**src/rtl/aidc_lite_comp_select.sv**
```systemverilog
// Purpose: two-bank selector that emits each 8-beat block either as its compressed words or as raw beats.
// Latency: valid_o rises the cycle after a bank becomes FULL, then one word per handshake, with no bubble between banks.
// Backpressure: ready_i stalls the output register, and a sop that finds its bank busy drops the block and pulses overflow_o.
// Optional: define AIDC_LITE_SELECT_STATS_EN to add the cnt_comp_o/cnt_raw_o block counters.
module aidc_lite_comp_select (
  input  logic        clk,
  input  logic        rst_n,
  input  logic        valid_i,
  input  logic        sop_i,
  input  logic        eop_i,
  input  logic [63:0] data_i,
  input  logic        comp_valid_i,
  input  logic [3:0]  comp_addr_i,
  input  logic [63:0] comp_data_i,
  input  logic        comp_eop_i,
  input  logic        comp_fail_i,
  output logic        valid_o,
  input  logic        ready_i,
  output logic        sop_o,
  output logic        eop_o,
  output logic [63:0] data_o,
  output logic        comp_o,
  output logic [3:0]  len_o,
  output logic        overflow_o
`ifdef AIDC_LITE_SELECT_STATS_EN
  ,
  output logic [15:0] cnt_comp_o,
  output logic [15:0] cnt_raw_o
`endif
);

  typedef enum logic [1:0] {ST_EMPTY, ST_FILL, ST_FULL, ST_DRAIN} bank_st_e;

  // Per-bank control
  bank_st_e    st_q[2], st_d[2];
  logic        raw_done_q[2], raw_done_d[2];
  logic        comp_done_q[2], comp_done_d[2];
  logic        fail_q[2], fail_d[2];
  logic [3:0]  len_q[2], len_d[2];

  // Bank storage (data only, no reset needed)
  logic [63:0] raw_mem[2][8];
  logic [63:0] comp_mem[2][8];

  // Write side
  logic        raw_ptr_q, raw_ptr_d;
  logic [3:0]  raw_idx_q, raw_idx_d;
  logic        raw_we;
  logic [2:0]  raw_waddr;
  logic        comp_ptr_q, comp_ptr_d;
  logic        comp_we;
  logic [2:0]  acc_max_q, acc_max_d, acc_max_n;
  logic        acc_bad_q, acc_bad_d, acc_bad_n;

  // Tag FIFO: one kept(1)/dropped(0) entry per block-starting sop
  logic [3:0]  tag_mem_q, tag_mem_d;
  logic [1:0]  tag_wr_q, tag_wr_d, tag_rd_q, tag_rd_d;
  logic [2:0]  tag_cnt_q, tag_cnt_d;
  logic        tag_push, tag_push_val, tag_push_ok, tag_pop, head_kept;

  // Read side and registered outputs
  logic        rd_ptr_q, rd_ptr_d;
  logic [2:0]  rd_idx_q, rd_idx_d;
  logic        rd_avail, rd_last;
  logic        out_bank_q, out_bank_d;
  logic        out_valid_q, out_valid_d;
  logic        out_sop_q, out_sop_d;
  logic        out_eop_q, out_eop_d;
  logic        out_comp_q, out_comp_d;
  logic [3:0]  out_len_q, out_len_d;
  logic [63:0] out_data_q, out_data_d;
  logic        ovf_q, ovf_d;

  // Next-state for bank control, tag FIFO, write pointers and the output register
  always_comb begin
    st_d         = st_q;
    raw_done_d   = raw_done_q;
    comp_done_d  = comp_done_q;
    fail_d       = fail_q;
    len_d        = len_q;
    raw_ptr_d    = raw_ptr_q;
    raw_idx_d    = raw_idx_q;
    raw_we       = 1'b0;
    raw_waddr    = raw_idx_q[2:0];
    comp_ptr_d   = comp_ptr_q;
    comp_we      = 1'b0;
    acc_max_n    = acc_max_q;
    acc_bad_n    = acc_bad_q;
    acc_max_d    = acc_max_q;
    acc_bad_d    = acc_bad_q;
    tag_mem_d    = tag_mem_q;
    tag_wr_d     = tag_wr_q;
    tag_rd_d     = tag_rd_q;
    tag_push     = 1'b0;
    tag_push_val = 1'b0;
    tag_push_ok  = 1'b0;
    tag_pop      = 1'b0;
    ovf_d        = 1'b0;
    rd_ptr_d     = rd_ptr_q;
    rd_idx_d     = rd_idx_q;
    rd_last      = 1'b0;
    out_bank_d   = out_bank_q;
    out_valid_d  = out_valid_q;
    out_sop_d    = out_sop_q;
    out_eop_d    = out_eop_q;
    out_comp_d   = out_comp_q;
    out_len_d    = out_len_q;
    out_data_d   = out_data_q;

    // Raw side: a bank accepts beats only while filling and not yet complete
    if (valid_i) begin
      if (sop_i) begin
        if (st_q[raw_ptr_q] == ST_EMPTY) begin
          st_d[raw_ptr_q]        = ST_FILL;
          raw_done_d[raw_ptr_q]  = 1'b0;
          comp_done_d[raw_ptr_q] = 1'b0;
          raw_we                 = 1'b1;
          raw_waddr              = 3'd0;
          raw_idx_d              = 4'd1;
          tag_push               = 1'b1;
          tag_push_val           = 1'b1;
        end else if (st_q[raw_ptr_q] == ST_FILL && !raw_done_q[raw_ptr_q]) begin
          // Restart the block in place; its tag is already queued
          raw_we    = 1'b1;
          raw_waddr = 3'd0;
          raw_idx_d = 4'd1;
        end else begin
          ovf_d        = 1'b1;
          tag_push     = 1'b1;
          tag_push_val = 1'b0;
        end
      end else if (st_q[raw_ptr_q] == ST_FILL && !raw_done_q[raw_ptr_q]) begin
        if (raw_idx_q < 4'd8) begin
          raw_we    = 1'b1;
          raw_idx_d = raw_idx_q + 4'd1;
        end
        if (eop_i && raw_idx_q == 4'd7) begin
          raw_done_d[raw_ptr_q] = 1'b1;
          raw_ptr_d             = ~raw_ptr_q;
        end
      end
    end

    // Compressed side: words belong to the block at the head of the tag FIFO
    head_kept = (tag_cnt_q != 3'd0) && tag_mem_q[tag_rd_q];
    if (comp_valid_i && head_kept) begin
      if (comp_addr_i[3]) begin
        acc_bad_n = 1'b1;
      end else begin
        comp_we = 1'b1;
        if (comp_addr_i[2:0] > acc_max_n) acc_max_n = comp_addr_i[2:0];
      end
    end
    acc_max_d = acc_max_n;
    acc_bad_d = acc_bad_n;
    if (comp_eop_i && tag_cnt_q != 3'd0) begin
      tag_pop = 1'b1;
      if (head_kept) begin
        fail_d[comp_ptr_q]      = comp_fail_i | acc_bad_n;
        len_d[comp_ptr_q]       = (comp_fail_i | acc_bad_n) ? 4'd8 : ({1'b0, acc_max_n} + 4'd1);
        comp_done_d[comp_ptr_q] = 1'b1;
        comp_ptr_d              = ~comp_ptr_q;
      end
      acc_max_d = 3'd0;
      acc_bad_d = 1'b0;
    end

    // Tag FIFO bookkeeping; a push into a full FIFO is only taken when a pop frees a slot
    tag_push_ok = tag_push && (tag_cnt_q != 3'd4 || tag_pop);
    if (tag_push_ok) begin
      tag_mem_d[tag_wr_q] = tag_push_val;
      tag_wr_d            = tag_wr_q + 2'd1;
    end
    if (tag_pop) tag_rd_d = tag_rd_q + 2'd1;
    tag_cnt_d = tag_cnt_q + {2'b0, tag_push_ok} - {2'b0, tag_pop};

    // A bank is FULL once both halves of the block have landed, in either order
    for (int b = 0; b < 2; b++) begin
      if (st_d[b] == ST_FILL && raw_done_d[b] && comp_done_d[b]) st_d[b] = ST_FULL;
    end

    // Free the bank whose last word handshakes this cycle
    if (out_valid_q && ready_i && out_eop_q) st_d[out_bank_q] = ST_EMPTY;

    // Refill the output register whenever it is empty or being consumed
    rd_avail = (rd_idx_q == 3'd0) ? (st_q[rd_ptr_q] == ST_FULL) : (st_q[rd_ptr_q] == ST_DRAIN);
    if (!out_valid_q || ready_i) begin
      if (rd_avail) begin
        rd_last          = (({1'b0, rd_idx_q} + 4'd1) == len_q[rd_ptr_q]);
        out_valid_d      = 1'b1;
        out_data_d       = fail_q[rd_ptr_q] ? raw_mem[rd_ptr_q][rd_idx_q] : comp_mem[rd_ptr_q][rd_idx_q];
        out_sop_d        = (rd_idx_q == 3'd0);
        out_eop_d        = rd_last;
        out_comp_d       = ~fail_q[rd_ptr_q];
        out_len_d        = len_q[rd_ptr_q];
        out_bank_d       = rd_ptr_q;
        st_d[rd_ptr_q]   = ST_DRAIN;
        if (rd_last) begin
          rd_idx_d = 3'd0;
          rd_ptr_d = ~rd_ptr_q;
        end else begin
          rd_idx_d = rd_idx_q + 3'd1;
        end
      end else begin
        out_valid_d = 1'b0;
      end
    end
  end

  // Control and output registers
  always_ff @(posedge clk or negedge rst_n) begin
    if (!rst_n) begin
      for (int b = 0; b < 2; b++) begin
        st_q[b]        <= ST_EMPTY;
        raw_done_q[b]  <= 1'b0;
        comp_done_q[b] <= 1'b0;
        fail_q[b]      <= 1'b0;
        len_q[b]       <= 4'd0;
      end
      raw_ptr_q   <= 1'b0;
      raw_idx_q   <= 4'd0;
      comp_ptr_q  <= 1'b0;
      acc_max_q   <= 3'd0;
      acc_bad_q   <= 1'b0;
      tag_mem_q   <= 4'd0;
      tag_wr_q    <= 2'd0;
      tag_rd_q    <= 2'd0;
      tag_cnt_q   <= 3'd0;
      rd_ptr_q    <= 1'b0;
      rd_idx_q    <= 3'd0;
      out_bank_q  <= 1'b0;
      out_valid_q <= 1'b0;
      out_sop_q   <= 1'b0;
      out_eop_q   <= 1'b0;
      out_comp_q  <= 1'b0;
      out_len_q   <= 4'd0;
      out_data_q  <= 64'd0;
      ovf_q       <= 1'b0;
    end else begin
      st_q        <= st_d;
      raw_done_q  <= raw_done_d;
      comp_done_q <= comp_done_d;
      fail_q      <= fail_d;
      len_q       <= len_d;
      raw_ptr_q   <= raw_ptr_d;
      raw_idx_q   <= raw_idx_d;
      comp_ptr_q  <= comp_ptr_d;
      acc_max_q   <= acc_max_d;
      acc_bad_q   <= acc_bad_d;
      tag_mem_q   <= tag_mem_d;
      tag_wr_q    <= tag_wr_d;
      tag_rd_q    <= tag_rd_d;
      tag_cnt_q   <= tag_cnt_d;
      rd_ptr_q    <= rd_ptr_d;
      rd_idx_q    <= rd_idx_d;
      out_bank_q  <= out_bank_d;
      out_valid_q <= out_valid_d;
      out_sop_q   <= out_sop_d;
      out_eop_q   <= out_eop_d;
      out_comp_q  <= out_comp_d;
      out_len_q   <= out_len_d;
      out_data_q  <= out_data_d;
      ovf_q       <= ovf_d;
    end
  end

  // Bank payload storage
  always_ff @(posedge clk) begin
    if (raw_we) raw_mem[raw_ptr_q][raw_waddr] <= data_i;
    if (comp_we) comp_mem[comp_ptr_q][comp_addr_i[2:0]] <= comp_data_i;
  end

  assign valid_o    = out_valid_q;
  assign sop_o      = out_sop_q;
  assign eop_o      = out_eop_q;
  assign comp_o     = out_comp_q;
  assign len_o      = out_len_q;
  assign data_o     = out_data_q;
  assign overflow_o = ovf_q;

`ifdef AIDC_LITE_SELECT_STATS_EN
  logic [15:0] cnt_comp_q, cnt_comp_d, cnt_raw_q, cnt_raw_d;

  // Saturating per-kind block counters, bumped on each block's final handshake
  always_comb begin
    cnt_comp_d = cnt_comp_q;
    cnt_raw_d  = cnt_raw_q;
    if (out_valid_q && ready_i && out_eop_q) begin
      if (out_comp_q) begin
        if (cnt_comp_q != 16'hffff) cnt_comp_d = cnt_comp_q + 16'd1;
      end else begin
        if (cnt_raw_q != 16'hffff) cnt_raw_d = cnt_raw_q + 16'd1;
      end
    end
  end

  // Counter registers
  always_ff @(posedge clk or negedge rst_n) begin
    if (!rst_n) begin
      cnt_comp_q <= 16'd0;
      cnt_raw_q  <= 16'd0;
    end else begin
      cnt_comp_q <= cnt_comp_d;
      cnt_raw_q  <= cnt_raw_d;
    end
  end

  assign cnt_comp_o = cnt_comp_q;
  assign cnt_raw_o  = cnt_raw_q;
`endif

endmodule

```
**config.mk**
```make
export PLATFORM = sky130hd
export DESIGN_NAME = aidc_lite_comp_select
export DESIGN_NICKNAME = d
export VERILOG_FILES = /design/src/rtl/aidc_lite_comp_select.sv
export SDC_FILE = /design/constraint.sdc
export NUM_CORES = 2
export LEC_CHECK = 0
export ABC_AREA = 1
export CAP_MARGIN = 20
export CORE_MARGIN = 4
export CORE_UTILIZATION = 40
export DETAILED_ROUTE_END_ITERATION = 8
export PLACE_DENSITY = 0.69
export SETUP_SLACK_MARGIN = 0.5
export SYNTH_ARGS = -nofsm -noshare
export SYNTH_HDL_FRONTEND = slang
export SYNTH_SLANG_ARGS = --single-unit
```
**constraint.sdc**
```tcl
create_clock -name clk -period 6.7 [get_ports clk]
set_input_delay 1.005 -clock clk [delete_from_list [all_inputs] [get_ports clk]]
set_output_delay 1.005 -clock clk [all_outputs]
set_load 0.1 [all_outputs]
```
# ---- Word level (Yosys, flattened, before mapping)
# Memories as Yosys holds them, arrays and structs flattened.
# Cells that the tools add are included.
# Widths: inputs -> output; s select.
dict set report op_classes {
  multipliers 0
  mux 106
  bitwise_logic 24
  addsub 8
  div 0
  reduce_logical 34
  order_cmp 18
  shift 0
  eq_ne 8
}
# op n
set op_table {}
lappend op_table {{$mux 512} 2}
lappend op_table {{$mux 64} 7}
lappend op_table {{$bmux 64 s3} 2}
lappend op_table {{$demux 64 s3} 2}
lappend op_table {{$mux 4} 16}
lappend op_table {{$mux 2} 21}
lappend op_table {{$mux 1} 36}
lappend op_table {{$mux 3} 9}
lappend op_table {{$logic_and 1x1->1} 19}
lappend op_table {{$ge 4x4->1 const B} 3}
lappend op_table {{$not 3->4} 3}
lappend op_table {{$add 3x1->4 const B} 2}
lappend op_table {{$bwmux 8} 1}
lappend op_table {{$ge 2x2->1 const B} 4}
lappend op_table {{$lt 2x1->1 const B} 4}
lappend op_table {{$lt 4x1->1 const B} 2}
lappend op_table {{$not 1->2} 4}
lappend op_table {{$reduce_and 4->1} 2}
lappend op_table {{$and 2x2->2} 3}
lappend op_table {{$demux 2 s1} 3}
lappend op_table {{$eq 2x1->1 const B} 3}
lappend op_table {{$lt 2x3->1 const B} 2}
lappend op_table {{$or 2x2->2} 3}
lappend op_table {{$reduce_bool 2->1} 3}
lappend op_table {{31 further kinds} 42}
dict set report word_totals {
  output_inout_bits 73
  in_bits 141
  ff_bits 117
  latch_bits 0
  ram_bits 2048
  mem_count 2
  wordCells 229
  mem_bits_ro 0
}
# memory words word_bits read_ports rd_ports_with_merged_regs write_ports line
set memory_table {}
lappend memory_table {comp_mem 2 512 1 0 1 43} ;# logic [63:0] comp_mem[2][8];
lappend memory_table {raw_mem 2 512 1 0 1 42} ;# logic [63:0] raw_mem[2][8];

# ---- Longest topological paths before layout
dict set report depth {
  ltp_word 20
  ltp_mapped 17
  ltp_nobuf 14
}

# ---- Worst setup path after synthesis
# No wires, ideal clock.
dict set report synth_path {
  kind {in2reg}
  startpoint {input valid_i}
  endpoint {memory raw_mem[0][256] (netlist name), enable pin}
  required_time_ns 6.135
  n_path_buf 0
  setup_ns 0.565
  stages 7
  slack_ns 0.129
  arrival_ns 6.007
  cell_sequence {nand2_1 inv_1 nand2_1 inv_1 nor2_1 nand2_1 nor3_1}
}
dict set report synth_between {
  elab_chain_len 7
  elab_cells_between_ends 10
  cone_classes {order compare (2); mux (6); bitwise (1); reduce/logical (1)}
}
# element line
set synth_lines {}
lappend synth_lines {{start, declared} 8} ;# input logic valid_i,
lappend synth_lines {{$mux 3} 111} ;# if (valid_i) begin
lappend synth_lines {{$not 3->4 (implied by the code)} 269} ;# if (raw_we) raw_mem[raw_ptr_q][raw_waddr] <= data_i;
lappend synth_lines {{$ge 4x4->1 (implied by the code) or $lt 4x1->1 (tied branches)} 269}
lappend synth_lines {{$logic_and 1x1->1 (implied by the code)} 269}
lappend synth_lines {{$mux 64 (implied by the code)} 269}
lappend synth_lines {{$demux 64 s3} 269}
lappend synth_lines {{$mux 512 (implied by the code) (*)} 269}
lappend synth_lines {{end, declared} 42}
# Mark *: on every way between the ends. The rest lies on a longest branch, timed or not.

# ---- Worst setup path in the final report
dict set report layout_path {
  startpoint {register raw_ptr_q}
  endpoint {memory raw_mem[1][51] (netlist name), enable pin}
}
dict set report layout_between {
  elab_chain_len 16
  elab_cells_between_ends 28
  cone_classes {order compare (2); eq/ne (1); mux (19); bitwise (2); reduce/logical (4)}
}
# element line
set layout_lines {}
lappend layout_lines {{start, declared} 46} ;# logic raw_ptr_q, raw_ptr_d;
lappend layout_lines {{start signal, assigned} 245} ;# raw_ptr_q <= raw_ptr_d;
lappend layout_lines {{$not 1->2 (implied by the code)} {113, 122, 132}}
lappend layout_lines {{$mux 2 (implied by the code) or $mux 1 (tied branches) (3 in a row)} {113, 122, 132}}
lappend layout_lines {{$eq 2x1->1 or $logic_not 1->1 (tied branches)} {122, 132}}
lappend layout_lines {{$logic_and 1x1->1} {122, 132}}
lappend layout_lines {{$mux 3} 122} ;# end else if (st_q[raw_ptr_q] == ST_FILL && !raw_done_q[raw_ptr_q]) begin
lappend layout_lines {{$mux 3} 113} ;# if (st_q[raw_ptr_q] == ST_EMPTY) begin
lappend layout_lines {{$mux 3} 112} ;# if (sop_i) begin
lappend layout_lines {{$mux 3} 111}
lappend layout_lines {{$not 3->4 (implied by the code)} 269}
lappend layout_lines {{$ge 4x4->1 (implied by the code) or $lt 4x1->1 (tied branches)} 269}
lappend layout_lines {{$logic_and 1x1->1 (implied by the code)} 269}
lappend layout_lines {{$mux 64 (implied by the code)} 269}
lappend layout_lines {{$demux 64 s3} 269}
lappend layout_lines {{$mux 512 (implied by the code)} 269}
# Parallel ways exist; a longest one is shown, timed or not. The select of a mux whose other input is x is not followed.

==> run summary <==
Outcome - finished, final reports clean
Layout Nets - 6844
FF-to-FF setup slack - 2060 ps
Final WL - 243800 µm
Worst slew margin - 0.2018
Worst-Skew Late Latency - 860 ps
Synth area leaders - edfxtp_1 72%, o21ai_0 6.2%, nor2_1 5.9%
CTS Sinks - 2165
Worst R2R Start - raw_ptr_q
Syn Nets - 6759
Cell with the most instances after synthesis - edfxtp_1
Max-cap violations - 0
Global-route wire length before repair - 355200 µm
Period Utilization, post-route - 0.6928
Met1 Usage GRT - 0.3040
Core area - 0.2104 mm²
Clock Skew - 57.31 ps
FILL cells - 18040
Initial Util - 0.4035
Critical Path End Type - flop
Top cells by count, synth - 2048 x edfxtp_1, 1340 x nor2_1, 1056 x o21ai_0
Tot GR Track Use - 0.2174
Share of cells above drive strength 1 - 0.06409
Cells after Synth - 6604
Top cell type's share of synthesized area - 0.7244
Worst VDD drop - 0.4118 mV
Setup CP Type - reg2reg
Total gr overflow - 0
Vias/cell - 5.714
Vias in the first global route - 51771
CTS tree - done
Routed WL per cell - 25.20 µm
Port Buf Inserts - 213
Place WS - 2183 ps
Async set or reset register ratio after synthesis - 0.05404
Antenna Violating Nets Remaining - 0
Util after Layout - 0.4598
Die area - 0.2197 mm²
Critical Path RT - 7200 ps
PD cells - 428.6 mW/mm²
Clock Path Buffers - 3
Worst-Margin Slew - 1197 ps
DRC violation count after routing - 0
Routability congestion estimate - 0.8772
RSZ-0062 raised after global routing - no
Tightest hold margin - 244.9 ps
Clock-pin slew on the worst setup and hold paths - 60 ps
H-tree depth - 4
Sequential area share after synthesis - 0.7589
Post-CTS setup buffer count - 0
Setup TNS Final - 0 ps
Post-Syn Area - 0.08489 mm²
Synth cell types - 36
Data arrival, critical path - 5140 ps
Post-cts gate resize count - 0
Met3 usage - 0.04816
GR peak layer - met2
Pre-Repair DR Iteration Count - 8
Total CTS buffers - 200
Pleak - 31.31 nW
Post-Syn Area per Cell - 12.85 µm²
Final worst setup slack - 2059 ps
DR vias - 55285
Die span in x - 468.7 µm
Initial antenna violation count - 48
Max Fanout on Critical Path - 40
Worst Reg-to-Reg Cells - 11
Fin. Hold Viols - 0
Dominant cell type by area after synthesis - edfxtp_1
Synth Flop Type - edfxtp_1
DRT iter0 DRCs - 7615
Final Slew Violations - 0
Clock root cell - clkbuf_16
Die height - 468.7 µm
Synthesized flop and latch total - 2165
Max Freq - 215.5 MHz
Row count - 168
CTS Hold Buffers Added - 0
Post-DP HPWL - 144700 µm
Post-synth EDFFs - 2048
# setup viols final - 0
R2R Path End - raw_mem[1][51]
Met2 usage - 0.3324
CP startpoint kind - flop
Hold Path Class - in2async
Pin count of the biggest net entering global routing - 181
Post-route minimum period - 4641 ps
Synth warn - 0
IO Pins - 214
Syn-to-layout area delta - 13.95%
logic make-up after synthesis:
family          share of synthesized area
flops                              0.7589
fa+ha+maj                        0.002152
buf+inv                           0.02531
compound gates                     0.1065
xor+xnor                         0.001032
simple gates                       0.1061
through the flow:
step	power (mW)	instance area (µm²)	instances
after CTS	41.46	96640	9653
after global placement	29.98	90010	9285
final	41.46	96740	9676
after floorplan	25.08	84910	6604
after detailed placement	30.25	90130	9290
after global routing	43.31	96710	9666
cell type report:
class,instances,area (µm²),area share
diodes,21,52.55,0.0005432
clock buffers,254,5404,0.05586
flip-flops and latches,2165,64440,0.6661
repair buffers,321,3314,0.03426
well taps,2805,3510,0.03628
multi-input cells,3921,18570,0.1920
clock inverters,109,1110,0.01147
inverters,80,335.3,0.003466
registers in the layout, summed over array words and instances (netlist names), 2 cells and up:
| signal | flops |
|---|---|
| data_o | 64 |
| len_q | 8 |
| raw_mem | 1024 |
| st_q | 4 |
| comp_mem | 1024 |
| fail_q | 2 |
| len_o | 4 |
| tag_cnt_q | 3 |
| tag_rd_q | 2 |
| tag_mem_q | 4 |
| raw_idx_q | 4 |
| acc_max_q | 3 |
| comp_done_q | 2 |
| rd_idx_q | 3 |
| raw_done_q | 2 |
| tag_wr_q | 2 |
metal layers:
layer  vias to the layer above  wire [µm]  share of wire
met1                     27506      96310           0.39
met5                         -        126        0.00052
met2                      3048     112100           0.46
met4                        20       9726          0.040
li1                      24273          -              -
met3                       438      25540           0.10
placed cells by master, fill, tap and decap left out, drive strengths merged:
master	synthesis	final
edfxtp	2048	2048
nor2	1344	1344
o21ai	1058	1058
nand2	642	642
nand3	283	283
o22ai	254	254
clkbuf	284	254
o211ai	249	249
clkdlybuf4s50	0	212
dfrtp	117	117
buf	154	109
inv	79	85
clkinv	1	77
a21oi	30	30
diode	0	21
bufinv	0	17
ha	13	13
clkinvlp	0	10
nand4	8	8
nor3	8	8
xor2	7	7
o21bai	7	7
o31ai	4	4
xnor2	3	3
a31oi	3	3
a21boi	2	2
or2	2	2
nand3b	1	1
o311ai	1	1
a22o	1	1
fa	1	1
worst max-delay path, stage by stage, from the launching register on:
cell	delay [ps]
dfrtp_1	960
inv_1	610
nand2_1	190
nand2_1	110
nor2_1	200
nand3_1	160
nor2_1	220
nand2_1	270
inv_1	170
nand3_1	210
nor2_4	760
buf_12	330
worst max-delay path by stage:
| stage | startpoint | to | slack (ps) |
|---|---|---|---|
| finish | raw_ptr_q | raw_mem[1][51] | 2060 |
| global route | raw_ptr_q | raw_mem[0][58] | 1830 |
| CTS | raw_ptr_q | raw_mem[1][51] | 2150 |
| detailed placement | comp_valid_i | comp_mem[1][138] | 2180 |
| global placement | comp_valid_i | comp_mem[1][187] | 2170 |
| floorplan | valid_i | raw_mem[0][256] | 130 |
report_power, final:
group	leakage [nW]	switching (mW)	internal, mW
Clock	3.16	4.96	6.37
Sequential	19.8	0.540	15.3
Combinational	8.30	10.7	3.59
Total	31.3	16.2	25.2
No activity file was read; power rests on OpenSTA's default activity.
